[src/rtl/cmd_frame_tx.sv]
// -----------------------------------------------------------------------------
// cmd_frame_tx
//
// Turns one command into a short burst of UART frames on tx_out. Each command
// type maps to a fixed byte sequence (opcode byte followed by 1..3 payload
// bytes). Every byte is sent as start bit, 8 data bits LSB first, an optional
// parity bit and a stop bit, each lasting P clock cycles, with no idle gap
// between the bytes of one command.
//
// Ports
//   CLK            clock, rising edge
//   RST            asynchronous active-low reset
//   cmd_valid      command presented
//   cmd_ready      command can be accepted (== !busy)
//   cmd_type       0=RF write, 1=RF read, 2=ALU with operands, 3=ALU no operands
//   cmd_addr       register file address
//   cmd_data0      RF write data or operand A
//   cmd_data1      operand B
//   cmd_fun        ALU function code
//   parity_enable  insert a parity bit after the data bits
//   parity_type    0=even, 1=odd
//   prescale       CLK cycles per serial bit (values below 4 act as 4)
//   tx_out         registered serial line, idles high
//   busy           a frame is in flight
//   done           one-cycle pulse after the last stop bit
// -----------------------------------------------------------------------------
module cmd_frame_tx (
  input  logic       CLK,
  input  logic       RST,
  input  logic       cmd_valid,
  output logic       cmd_ready,
  input  logic [1:0] cmd_type,
  input  logic [3:0] cmd_addr,
  input  logic [7:0] cmd_data0,
  input  logic [7:0] cmd_data1,
  input  logic [3:0] cmd_fun,
  input  logic       parity_enable,
  input  logic       parity_type,
  input  logic [5:0] prescale,
  output logic       tx_out,
  output logic       busy,
  output logic       done
);

  typedef enum logic [2:0] {
    ST_IDLE   = 3'd0,
    ST_START  = 3'd1,
    ST_DATA   = 3'd2,
    ST_PARITY = 3'd3,
    ST_STOP   = 3'd4
  } state_e;

  typedef enum logic [1:0] {
    CMD_RF_WR   = 2'd0,
    CMD_RF_RD   = 2'd1,
    CMD_ALU_OPS = 2'd2,
    CMD_ALU_NOP = 2'd3
  } cmd_type_e;

  localparam logic [5:0] MIN_PRESCALE = 6'd4;

  // FSM and counters
  state_e     state_q, state_d;
  logic [5:0] pcnt_q, pcnt_d;    // cycles elapsed inside the current bit
  logic [3:0] bit_q, bit_d;      // data bit index inside the current byte
  logic [1:0] byte_q, byte_d;    // byte index inside the command sequence
  logic       done_q, done_d;
  logic       tx_q, tx_d;

  // Command fields captured at acceptance
  cmd_type_e  type_q;
  logic [3:0] addr_q;
  logic [7:0] data0_q;
  logic [7:0] data1_q;
  logic [3:0] fun_q;
  logic       par_en_q;
  logic       par_odd_q;
  logic [5:0] prescale_q;

  logic       accept;
  logic [5:0] p_eff;
  logic       bit_end;
  logic [1:0] last_byte;
  logic [7:0] byte_val;

  assign busy      = (state_q != ST_IDLE);
  assign cmd_ready = !busy;
  assign accept    = cmd_valid && cmd_ready;
  assign tx_out    = tx_q;
  assign done      = done_q;

  // The clamp is applied to the captured value so a late change on the
  // prescale input cannot stretch or shrink a frame in flight.
  assign p_eff   = (prescale_q < MIN_PRESCALE) ? MIN_PRESCALE : prescale_q;
  assign bit_end = (pcnt_q == (p_eff - 6'd1));

  // Index of the final byte for the captured command type.
  always_comb begin
    unique case (type_q)
      CMD_RF_WR:   last_byte = 2'd2;
      CMD_RF_RD:   last_byte = 2'd1;
      CMD_ALU_OPS: last_byte = 2'd3;
      default:     last_byte = 2'd1;
    endcase
  end

  // Next-state logic for FSM and counters.
  // NOTE: every output of this block gets a default first so no path leaves a
  // signal unassigned, which would otherwise infer a latch.
  always_comb begin
    state_d = state_q;
    pcnt_d  = pcnt_q;
    bit_d   = bit_q;
    byte_d  = byte_q;
    done_d  = 1'b0;

    unique case (state_q)
      ST_IDLE: begin
        if (accept) begin
          state_d = ST_START;
          pcnt_d  = 6'd0;
          bit_d   = 4'd0;
          byte_d  = 2'd0;
        end
      end

      ST_START: begin
        pcnt_d = pcnt_q + 6'd1;
        if (bit_end) begin
          pcnt_d  = 6'd0;
          bit_d   = 4'd0;
          state_d = ST_DATA;
        end
      end

      ST_DATA: begin
        pcnt_d = pcnt_q + 6'd1;
        if (bit_end) begin
          pcnt_d = 6'd0;
          if (bit_q == 4'd7) begin
            bit_d   = 4'd0;
            state_d = par_en_q ? ST_PARITY : ST_STOP;
          end else begin
            bit_d = bit_q + 4'd1;
          end
        end
      end

      ST_PARITY: begin
        pcnt_d = pcnt_q + 6'd1;
        if (bit_end) begin
          pcnt_d  = 6'd0;
          state_d = ST_STOP;
        end
      end

      ST_STOP: begin
        pcnt_d = pcnt_q + 6'd1;
        if (bit_end) begin
          pcnt_d = 6'd0;
          if (byte_q == last_byte) begin
            byte_d  = 2'd0;
            state_d = ST_IDLE;
            done_d  = 1'b1;
          end else begin
            byte_d  = byte_q + 2'd1;
            state_d = ST_START;
          end
        end
      end

      default: begin
        state_d = ST_IDLE;
        pcnt_d  = 6'd0;
        bit_d   = 4'd0;
        byte_d  = 2'd0;
      end
    endcase
  end

  // Byte that will be on the line in the next cycle. Indexed by byte_d so the
  // registered tx_out already carries the new byte on the first cycle of it.
  always_comb begin
    byte_val = 8'h00;
    unique case (type_q)
      CMD_RF_WR: begin
        unique case (byte_d)
          2'd0:    byte_val = 8'hAA;
          2'd1:    byte_val = {4'h0, addr_q};
          default: byte_val = data0_q;
        endcase
      end
      CMD_RF_RD: begin
        byte_val = (byte_d == 2'd0) ? 8'hBB : {4'h0, addr_q};
      end
      CMD_ALU_OPS: begin
        unique case (byte_d)
          2'd0:    byte_val = 8'hCC;
          2'd1:    byte_val = data0_q;
          2'd2:    byte_val = data1_q;
          default: byte_val = {4'h0, fun_q};
        endcase
      end
      default: begin
        byte_val = (byte_d == 2'd0) ? 8'hDD : {4'h0, fun_q};
      end
    endcase
  end

  // Line value for the next cycle, derived from the next state so that tx_out
  // is a plain flop output and changes exactly on bit boundaries.
  always_comb begin
    tx_d = 1'b1;
    unique case (state_d)
      ST_START:  tx_d = 1'b0;
      ST_DATA:   tx_d = byte_val[bit_d[2:0]];
      ST_PARITY: tx_d = (^byte_val) ^ par_odd_q;
      default:   tx_d = 1'b1;
    endcase
  end

  // NOTE: state is updated with non-blocking assignments so every flop samples
  // the values from before the edge, independent of statement order.
  always_ff @(posedge CLK or negedge RST) begin
    if (!RST) begin
      state_q <= ST_IDLE;
      pcnt_q  <= 6'd0;
      bit_q   <= 4'd0;
      byte_q  <= 2'd0;
      done_q  <= 1'b0;
      tx_q    <= 1'b1;
    end else begin
      state_q <= state_d;
      pcnt_q  <= pcnt_d;
      bit_q   <= bit_d;
      byte_q  <= byte_d;
      done_q  <= done_d;
      tx_q    <= tx_d;
    end
  end

  // Command capture; only loads while idle, so a command arriving mid-frame
  // leaves the frame in flight untouched.
  always_ff @(posedge CLK or negedge RST) begin
    if (!RST) begin
      type_q     <= CMD_RF_WR;
      addr_q     <= 4'd0;
      data0_q    <= 8'd0;
      data1_q    <= 8'd0;
      fun_q      <= 4'd0;
      par_en_q   <= 1'b0;
      par_odd_q  <= 1'b0;
      prescale_q <= 6'd0;
    end else if (accept) begin
      type_q     <= cmd_type_e'(cmd_type);
      addr_q     <= cmd_addr;
      data0_q    <= cmd_data0;
      data1_q    <= cmd_data1;
      fun_q      <= cmd_fun;
      par_en_q   <= parity_enable;
      par_odd_q  <= parity_type;
      prescale_q <= prescale;
    end
  end

endmodule

[config.mk]
export PLATFORM = sky130hd
export DESIGN_NAME = cmd_frame_tx
export DESIGN_NICKNAME = d
export VERILOG_FILES = /design/src/rtl/cmd_frame_tx.sv
export SDC_FILE = /design/constraint.sdc
export NUM_CORES = 1
export LEC_CHECK = 0
export ABC_AREA = 1
export ABC_CLOCK_PERIOD_IN_PS = 2500
export CAP_MARGIN = 20
export CORE_MARGIN = 5
export CORE_UTILIZATION = 51
export DETAILED_ROUTE_END_ITERATION = 8
export PLACE_DENSITY = 0.79
export SLEW_MARGIN = 0
export SYNTH_ARGS = -nofsm -noshare
export SYNTH_HDL_FRONTEND = slang
export SYNTH_SLANG_ARGS = --single-unit
[constraint.sdc]
create_clock -name CLK -period 2.5 [get_ports CLK]
set_input_delay 0.5 -clock CLK [delete_from_list [all_inputs] [get_ports CLK]]
set_output_delay 0.5 -clock CLK [all_outputs]
set_load 0.02 [all_outputs]
==> metrics.yaml, run 1 <==
status:
  status: "finished, violations left"
  failed_checks: "negative setup slack"
sta:
  slew_viol_final: 0
  skew_ns: 0.00808
  rsz0062_at_grt: "yes"
  period_share_pct: 123
  clock.fmax_mhz: 325
  hold_viol: 0
  min_period_ns: 3.07
  relSlewSlack_pct: 55.7
  final-setup-viol-count: 7
  setup_ws_ns: -0.574
  worst_pin_slew_ns: 0.665
yosys:
  synth_top_family_by_area: "simple AND/OR/NAND/NOR gates"
  synthAdderAreaFrac_pct: 1.11
  synth_largest_area_cell: "dfrtp_1"
  yosys_most_used_dff: "dfrtp_1"
  netlist_instances: 500
  synth_area_um2: 3370
  ys_seq_area_share_pct: 37.9
  ys_seq_elements: 51
  synth_area_leaders: "dfrtp_1 (37%), nand2_1 (21%), nand3_1 (8.2%), inv_1 (6.8%), o21ai_0 (5.5%)"
  synth.avg_cell_area_um2: 6.75
  synthMuxAreaShare_pct: 0
  yosysUniqueCellTypes: 36
  synth_top_cell_area_share_pct: 37.1
  synth_xor_area_share_pct: 2.60
  synthSimpleGateAreaFrac_pct: 39.9
  ys_warn_count: 0
  synth_compound_area_share_pct: 8.94
  ys_async_sr_fraction_pct: 100
  synth_fp_nets: 540
  synth_edf_count: 0
final_layout:
  syn2layout_area_growth_pct: 36.2
  regArea_um2: 1280
  fin_nets: 633
  layout_common_cells: "nand2_1 (168), inv_1 (57), nand3_1 (50), dfrtp_1 (50), buf_4 (47)"
  utilization_pct: 71.9
  multi_input_comb_area_um2: 1960
  antenna_cells: 0
  nFillCells: 514
  postLayoutCellArea_um2: 4590
  layout-drive-gt1-share_pct: 23.4
  final_common_cell: "nand2_1"
clock_tree:
  cts_buffers: 5
  ctsLongestPathBuffers: 2
  htree_levels: 2
  cts.sinks: 51
  holdBufCountCts: 0
  clock_latency_ns: 0.31
  cts_root_buffer: "clkbuf_8"
  cts_tree: "built"
  clk_pin_slew_ns: 0.10
global_routing:
  grt.total_usage_pct: 22.1
  grt_pass1_vias: 3476
  grt_max_degree: 52
  grt_pass1_wl_um: 15500
  gr-total-overflow: 0
  antenna_found_initial: 0
floorplan:
  die_y_um: 91.3
  io_pins: 41
  fp.dieW_um: 91.3
  initial_core_util_pct: 52.8
  core_um2: 6390
  rows: 29
  die_area_um2: 8340
power:
  vdd_drop_max_uv: 268
  p_per_area_nw_per_um2: 306
  leakagePower_nw: 2.26
  finalPower_mw: 1.41
min_path:
  hp-class: "in2async"
critical_path:
  crit_arrival_ns: 3.32
  setup.worst_path.class: "reg2reg"
  slowest_delay_ns: 0.42
  startpoint_type: "flip-flop"
  cp-end-kind: "flip-flop"
  slowest_stage: "dfrtp_1"
  required_ns: 2.75
  crit_top_cell: "nand2_1"
  reg2reg_slack_ns: -0.57
  cp_max_fo: 8
run:
  maxCapViolCount: 0
routing:
  vias_per_cell: 5.36
  drc: 0
  wire_per_inst_um: 13.9
  antenna_left: 0
  first_pass_iters: 5
  first_iter_violations: 256
  via_count: 3598
  wirelength_um: 9350
place:
  gp_congestion: 0.977
  placed_area_um2: 4200
  dp_slack_ns: -0.448
  dp_hpwl_um: 6560
  portBuffers: 40
[flip-flops by register name (all words and copies together) (netlist names)]
| register | flops |
|---|---|
| prescale_q | 6 |
| data1_q | 8 |
| byte_q | 2 |
| par_odd_q | 1 |
| type_q | 2 |
| state_q | 3 |
| done | 1 |
| tx_out | 1 |
| par_en_q | 1 |
| addr_q | 4 |
| bit_q | 4 |
| data0_q | 8 |
| fun_q | 4 |
| pcnt_q | 6 |
[logic make-up after synthesis]
kind of cell,after synthesis
AND/OR/NAND/NOR,305
buffers and inverters,77
AO/OA/AOI/OAI,54
flip-flops,51
XOR/XNOR,10
adder cells (fa/ha/maj),3
[worst paths after layout]
check / from / end / depth (start not counted)
setup reg to reg: prescale_q[2]$_DFFE_PN0P_ / tx_out$_DFF_PN1_ / 25
setup / recovery: prescale_q[2]$_DFFE_PN0P_ / tx_out$_DFF_PN1_ / 25
min in group CLK: data1_q[6]$_DFFE_PN0P_ / data1_q[6]$_DFFE_PN0P_ / 2
max in group asynchronous: RST / fun_q[0]$_DFFE_PN0P_ / 2
hold / removal: RST / data0_q[4]$_DFFE_PN0P_ / 2
hold reg to reg: data1_q[6]$_DFFE_PN0P_ / data1_q[6]$_DFFE_PN0P_ / 2
[routing by layer]
metal  GRT usage (%)  vias up  part of all wire (%)
met1            27.3     1676                    42
met3            2.48       19                   5.6
met5               0        -                     0
met4            6.48        0                   1.8
met2            40.2      134                    51
li1                -     1769                     -
[power by group]
group | leakage (nW) | switching [mW] | internal [mW]
clock network | 0.0408 | 0.306 | 0.201
registers | 0.537 | 0 | 0.824
logic | 1.68 | 0.0240 | 0.0496
[through the flow]
step / instances / TNS [ns] / hold slack [ns]
2_1_floorplan: 500 / -0.173 / 0.204
3_3_place_gp: 657 / -0.394 / 0.489
3_5_place_dp: 657 / -0.581 / 0.496
4_1_cts: 670 / -0.368 / 0.320
5_1_grt: 671 / -2.56 / 0.347
6_report: 671 / -1.01 / 0.288
[synth_stat cells (2+ instances only)]
cell      instances
nor3_1            8
nand4_1           5
nand3_2           5
clkbuf_1          7
nor2_1           29
buf_6             4
nand3_1          55
inv_1            61
xnor2_1           3
o21ai_0          37
inv_2             3
o21ai_2           2
a21boi_1          2
o211ai_1          3
dfrtp_1          50
nor2_2            3
nand2_1         186
nand2_2           5
ha_1              3
a21oi_1           3
nor2_4            3
xor2_1            7
o21ai_1           3
[timing repair]
action / 4_1_cts / 5_1_grt
pin swaps: 12 / 22
cloned: 0 / 1
setup buffers: 6 / 2
setup endpoints to repair: 3 / 8
resized for setup: 32 / 43
[final cells by class]
class | count | area share [%]
clock buffers | 5 | 1.50
clock inverters | 3 | 0.518
inverters | 65 | 5.56
multi-input cells | 372 | 42.8
flip-flops and latches | 51 | 27.8
well taps | 77 | 2.10
repair buffers | 98 | 19.7
[critical path: cells and delay by family, from the launching register on]
family	cells	cell delay (ns)
simple gates	21	2.06
flops	1	0.42
fa+ha+maj	1	0.20
buf+inv	2	0.19
xor+xnor	1	0.14
(Power assumes the default switching activity.)
==> inputs of run 2 (changes only) <==
- PLACE_DENSITY: 0.79 -> unset
- PLACE_DENSITY_LB_ADDON: unset -> 0.08
==> run 2 against run 1 <==
Against the previous run: the flow still finishes with violations (negative setup slack); design area rose by 2.7%; clock power down 1%; sequential share of layout area decreased by 0.73 points; cell count grew 0.89%; sequential cell count is the same; first-iteration DRC count shrank 44%; power shrank 0.40%; sequential power is essentially flat; via count is 1.3% lower; global-route usage decreased by 0.90 points; count of clock-buffer cells in the layout unchanged; non-clock buffer count rose by 6; critical path type unchanged; largest power group unchanged.
==> metrics.yaml, run 2 (synthesized netlist as in run 1, its figures left out) <==
sta:
  period_share_pct: 120  # -3.2 points
  clock.fmax_mhz: 334  # +2.7%
  relSlewSlack_pct: 56.1  # +0.44 points
  hold_viol: 0  # unchanged
  slew_viol_final: 0  # unchanged
  worst_pin_slew_ns: 0.658  # -0.00661 ns
  setup_ws_ns: -0.493  # +0.0808 ns
  min_period_ns: 2.99  # -0.0808 ns
  final-setup-viol-count: 7  # unchanged
  rsz0062_at_grt: "yes"
  skew_ns: 0.0111  # +0.00298 ns
final_layout:
  multi_input_comb_area_um2: 2070  # +5.2%
  antenna_cells: 0  # unchanged
  fin_nets: 639  # +0.95%
  top_regs: "data0_q: 8 flops, data1_q: 8 flops"
  layout_common_cells: "nand2_1 (155), inv_1 (59), buf_4 (55)"
  final_common_cell: "nand2_1"
  regArea_um2: 1280  # unchanged
  syn2layout_area_growth_pct: 39.8
  nFillCells: 543  # +5.6%
  postLayoutCellArea_um2: 4720  # +2.7%
  layout-drive-gt1-share_pct: 27.5  # +4.1 points
clock_tree:
  htree_levels: 2  # unchanged
  holdBufCountCts: 0  # unchanged
  clock_latency_ns: 0.32  # about the same
  cts_buffers: 5  # unchanged
  ctsLongestPathBuffers: 2  # unchanged
  clk_pin_slew_ns: 0.10  # about the same
  cts_tree: "built"
  cts_root_buffer: "clkbuf_8"
  cts.sinks: 51  # unchanged
global_routing:
  antenna_found_initial: 0  # unchanged
  grt_use_met2_pct: 36.0  # -4.2 points
  grt_pass1_wl_um: 14700  # -4.8%
  grt_pass1_vias: 3307  # -4.9%
  gr-total-overflow: 0  # unchanged
  grt.total_usage_pct: 21.2  # -0.90 points
  met3_usage_pct: 3.31  # +0.83 points
  grt_max_degree: 52  # unchanged
  busiest_layer: "met2"
  met1_usage_pct: 27.0  # -0.35 points
routing:
  first_pass_iters: 5  # unchanged
  wirelength_um: 9110  # -2.6%
  first_iter_violations: 144  # -44%
  antenna_left: 0  # unchanged
  wire_per_inst_um: 13.5  # -3.5%
  via_count: 3552  # -1.3%
  drc: 0  # unchanged
  vias_per_cell: 5.25  # -2.2%
critical_path:
  startpoint_type: "flip-flop"
  worstSetupStartpoint: "prescale_q[3]$_DFFE_PN0P_"
  crit_arrival_ns: 3.25  # -0.07 ns
  required_ns: 2.76  # about the same
  reg2reg_depth: 21  # -16%
  setup.worst_path.class: "reg2reg"
  cp_max_fo: 5  # -3
  r2r-start: "prescale_q[3]$_DFFE_PN0P_"
  crit_end: "tx_out$_DFF_PN1_"
  r2r-end: "tx_out$_DFF_PN1_"
  cp-end-kind: "flip-flop"
  reg2reg_slack_ns: -0.49  # +0.08 ns
power:
  leakagePower_nw: 2.31  # +2.2%
  finalPower_mw: 1.40  # -0.40%
  p_per_area_nw_per_um2: 297  # -3.0%
  vdd_drop_max_uv: 238  # -11%
floorplan:
  io_pins: 41  # unchanged
  initial_core_util_pct: 52.8  # unchanged
  core_um2: 6390  # unchanged
  rows: 29  # unchanged
  die_area_um2: 8340  # unchanged
  die_y_um: 91.3  # unchanged
  fp.dieW_um: 91.3  # unchanged
run:
  maxCapViolCount: 0  # unchanged
status:
  failed_checks: "negative setup slack"
  status: "finished, violations left"
place:
  portBuffers: 40  # unchanged
  gp_congestion: 0.953  # -2.5%
  dp_hpwl_um: 6520  # -0.68%
  placed_area_um2: 4150  # -1.1%
min_path:
  hp-class: "in2async"
run 2: how the worst min path moves through the flow:
stage / slack [ns] / start / endpoint / cells after the start
2_1_floorplan: 0.20 / RST / addr_q[0]$_DFFE_PN0P_ / 0
3_3_place_gp: 0.48 / data1_q[2]$_DFFE_PN0P_ / data1_q[2]$_DFFE_PN0P_ / 2
3_5_place_dp: 0.48 / data1_q[6]$_DFFE_PN0P_ / data1_q[6]$_DFFE_PN0P_ / 2
4_1_cts: 0.31 / RST / pcnt_q[4]$_DFFE_PN0P_ / 2
5_1_grt: 0.35 / RST / pcnt_q[4]$_DFFE_PN0P_ / 2
6_report: 0.28 / RST / pcnt_q[4]$_DFFE_PN0P_ / 2
run 2: final cells by class:
cell class	instances	area share, %
sequential	51	27.1
inverter	65	5.41
clock buffer	5	1.46
timing repair buffer	104	19.7
clock inverter	3	0.477
tap	77	2.04
multi-input combinational	372	43.8
run 2: worst max-delay path: stages, from the launching register on:
cell and delay, ns:
dfrtp_1 0.41, nor2_2 0.14, nand2_2 0.09, nand2_2 0.10
ha_4 0.15, nand4_1 0.10, xor2_1 0.17, nor2_2 0.22
nand2_4 0.10, buf_4 0.15, buf_6 0.11, nand2_2 0.06
nor2_2 0.05, nor4_4 0.23, buf_4 0.19, o21ai_4 0.07
buf_6 0.14, o211ai_1 0.17, nand3_1 0.09, nand2_1 0.07
nand2_1 0.05, nand2_1 0.05
run 2: report_power, final:
| group | total (mW) | internal (mW) | switching, mW |
|---|---|---|---|
| clock | 0.502 | 0.203 | 0.299 |
| combinational | 0.0729 | 0.0495 | 0.0233 |
| sequential | 0.824 | 0.824 | 0 |
| total | 1.40 | 1.08 | 0.322 |
run 2: per-layer routing:
layer  vias to the layer above  wire (um)
li1                       1785          -
met1                      1652       3930
met2                        83       4500
met3                        32        334
met4                         0        348
met5                         -          0
run 2: stage by stage:
stage	cells	setup WS, ns	hold WS (ns)	TNS, ns	utilization (%)
after floorplan	500	-0.173	0.204	-0.173	-
after global placement	654	-0.360	0.477	-0.360	65.0
after detailed placement	654	-0.462	0.482	-0.609	65.0
after CTS	668	-0.431	0.307	-0.820	68.2
after global routing	677	-0.745	0.348	-2.58	73.9
final	677	-0.493	0.280	-1.49	73.9
run 2: what timing repair did:
action / in CTS / in global routing
pin swaps: 9 / 40
endpoints found under the setup margin: 6 / 8
gates resized for setup: 23 / 78
setup buffers: 6 / 9
gates cloned: 0 / 1
==> inputs of run 3 (changes only) <==
- CORE_UTILIZATION: 51 -> 52
- CTS_BUF_LIST: unset -> sky130_fd_sc_hd__clkbuf_4
==> run 3 against run 2 <==
Against the previous run: die area is 1.7% lower; core utilization is 2.7 points higher; the flow still finishes with violations (negative setup slack); register-to-register slack worse by 0.09 ns; largest power group unchanged; critical endpoint unchanged; combinational power is 3.4% higher; routed wire length is 7.6% higher; count of clock-buffer cells in the layout stayed put; critical path depth is 3 higher; worst setup slack worse by 0.094 ns; sequential share of layout area is 0.67 points lower; non-clock buffer count is 4 higher.
==> metrics.yaml, run 3 (synthesized netlist as in run 1, its figures left out) <==
clock_tree:
  cts.sinks: 51  # unchanged
  clk_pin_slew_ns: 0.18  # +0.08 ns
  holdBufCountCts: 0  # unchanged
  ctsLongestPathBuffers: 2  # unchanged
  clock_latency_ns: 0.39  # +0.07 ns
  cts_root_buffer: "clkbuf_4"
  htree_levels: 2  # unchanged
  cts_tree: "built"
  cts_buffers: 5  # unchanged
power:
  p_per_area_nw_per_um2: 275  # -7.3%
  finalPower_mw: 1.33  # -5.0%
  power_switching_mw: 0.333  # +3.1%
  swShare_pct: 25.0  # +2.0 points
  pwr-share-comb_pct: 5.7  # +0.5 points
  p_clk_share_pct: 32.3  # -3.6 points
  seq_power_share_pct: 62.1  # +3.2 points
  vdd_drop_max_uv: 255  # +7.3%
  p_int_mw: 0.997  # -7.4%
  leakagePower_nw: 2.35  # +1.8%
sta:
  clock.fmax_mhz: 324  # -3.0%
  relSlewSlack_pct: 63.7  # +7.6 points
  final-setup-viol-count: 5  # -2
  skew_ns: 0.0152  # +0.00416 ns
  rsz0062_at_grt: "yes"
  min_period_ns: 3.09  # +0.0938 ns
  setup_ws_ns: -0.587  # -0.0938 ns
  hold_viol: 0  # unchanged
  period_share_pct: 123  # +3.8 points
  worst_pin_slew_ns: 0.542  # -0.116 ns
  slew_viol_final: 0  # unchanged
critical_path:
  setup.worst_path.class: "reg2reg"
  worstSetupStartpoint: "prescale_q[3]$_DFFE_PN0P_"
  crit_top_cell: "nand2_1"
  cp_top_family: "simple AND/OR/NAND/NOR gates"
  startpoint_type: "flip-flop"
  required_ns: 2.84  # +0.08 ns
  cp-end-kind: "flip-flop"
  crit_chain: "nor2_2 -> nand2_2 -> nand2_2 -> ha_4 -> nand4_1 -> xor2_2 -> nor2_4 -> nand2_4 -> nand2_2 -> nand3_2 -> nand2_4 -> buf_6 -> nand2_1 -> nand3_2 -> nand2_1 -> nor2_2 -> nand2_2 -> nand3_1 -> nand2_1 -> nand2_1 -> nand2_1 -> nand2_1 -> nand3_1 -> nand2_1"
  slowest_delay_ns: 0.42  # about the same
  cp_num_buf_inv: 1  # -3
  crit_arrival_ns: 3.43  # +0.18 ns
  r2r-start: "prescale_q[3]$_DFFE_PN0P_"
  slowest_stage: "dfrtp_1"
  cp_max_fo: 5  # unchanged
routing:
  via_count: 3651  # +2.8%
  antenna_left: 0  # unchanged
  first_iter_violations: 176  # +22%
  drc: 0  # unchanged
  vias_per_cell: 5.36  # +2.2%
  wirelength_um: 9800  # +7.6%
  first_pass_iters: 4  # -1
  wire_per_inst_um: 14.4  # +7.0%
global_routing:
  gr-total-overflow: 0  # unchanged
  met3_usage_pct: 2.83  # -0.47 points
  grt.total_usage_pct: 22.0  # +0.81 points
  busiest_layer: "met2"
  grt_pass1_vias: 3376  # +2.1%
  grt_pass1_wl_um: 15200  # +3.1%
  grt_max_degree: 52  # unchanged
  grt_use_met2_pct: 39.2  # +3.2 points
  antenna_found_initial: 0  # unchanged
  met1_usage_pct: 27.4  # +0.46 points
floorplan:
  fp.dieW_um: 90.5  # -0.86%
  initial_core_util_pct: 53.4  # +0.61 points
  die_area_um2: 8200  # -1.7%
  core_um2: 6310  # -1.1%
  rows: 29  # unchanged
  io_pins: 41  # unchanged
  die_y_um: 90.5  # -0.86%
min_path:
  hp-class: "in2async"
final_layout:
  final_common_cell: "nand2_1"
  layout-drive-gt1-share_pct: 31.6  # +4.1 points
  multi_input_comb_area_um2: 2160  # +4.4%
  regArea_um2: 1280  # unchanged
  syn2layout_area_growth_pct: 43.4
  layout_common_cells: "nand2_1 (141), inv_1 (56), buf_4 (51)"
  antenna_cells: 0  # unchanged
  fin_nets: 643  # +0.63%
  nFillCells: 498  # -8.3%
  top_regs: "data0_q: 8 flops, data1_q: 8 flops"
place:
  portBuffers: 40  # unchanged
  gp_congestion: 0.906  # -4.9%
  dp_slack_ns: -0.517  # -0.0550 ns
  dp_hpwl_um: 6460  # -0.96%
status:
  status: "finished, violations left"
  failed_checks: "negative setup slack"
run:
  maxCapViolCount: 0  # unchanged
-- run 3: final cells by class --
cell class,count,share of cell area [%]
Inverter,65,5.30
Multi-Input combinational cell,372,44.6
Clock inverter,3,0.569
Tap cell,77,1.99
Timing Repair Buffer,108,20.3
Sequential cell,51,26.4
Clock buffer,5,0.776
-- run 3: metrics by stage --
step,TNS (ns),cells,area [um^2],util [%],hold slack (ns)
after detailed placement,-0.741,654,4170,66.0,0.485
after floorplan,-0.173,500,3370,-,0.204
after global routing,-1.94,681,4840,76.6,0.0509
final,-0.994,681,4840,76.6,0.0669
after CTS,-0.507,670,4440,70.4,0.0657
after global placement,-0.497,654,4170,66.0,0.483
-- run 3: layer usage --
metal  vias to the layer above  wire, um  part of all wire [%]
met1                      1732      4090                    42
met3                        25       406                   4.1
met2                       104      5110                    52
met5                         -         0                     0
met4                         0       199                   2.0
li1                       1790         -                     -
-- run 3: repair_timing --
item                                    4_1_cts  5_1_grt
cloned                                        1        1
resized for setup                            38       98
setup buffers                                 8       13
pin swaps                                    26       53
endpoints found under the setup margin        4       16
-- run 3: path summary, 6_finish.rpt --
check,end,slack [ns],cells after the start
min in group CLK,data1_q[6]$_DFFE_PN0P_,0.51,2
hold reg to reg,data1_q[6]$_DFFE_PN0P_,0.51,2
setup / recovery,tx_out$_DFF_PN1_,-0.59,24
setup reg to reg,tx_out$_DFF_PN1_,-0.59,24
hold / removal,prescale_q[1]$_DFFE_PN0P_,0.07,2
max in group asynchronous,tx_out$_DFF_PN1_,2.15,2
-- run 3: power groups by stage --
stage | registers, mW | logic [mW] | clock network (mW)
after floorplan | 0.841 | 0.00000977 | 0
after global placement | 0.841 | 0.0757 | 0
after detailed placement | 0.841 | 0.0765 | 0
after CTS | 0.826 | 0.0769 | 0.441
after global routing | 0.826 | 0.0822 | 0.483
final | 0.826 | 0.0754 | 0.429
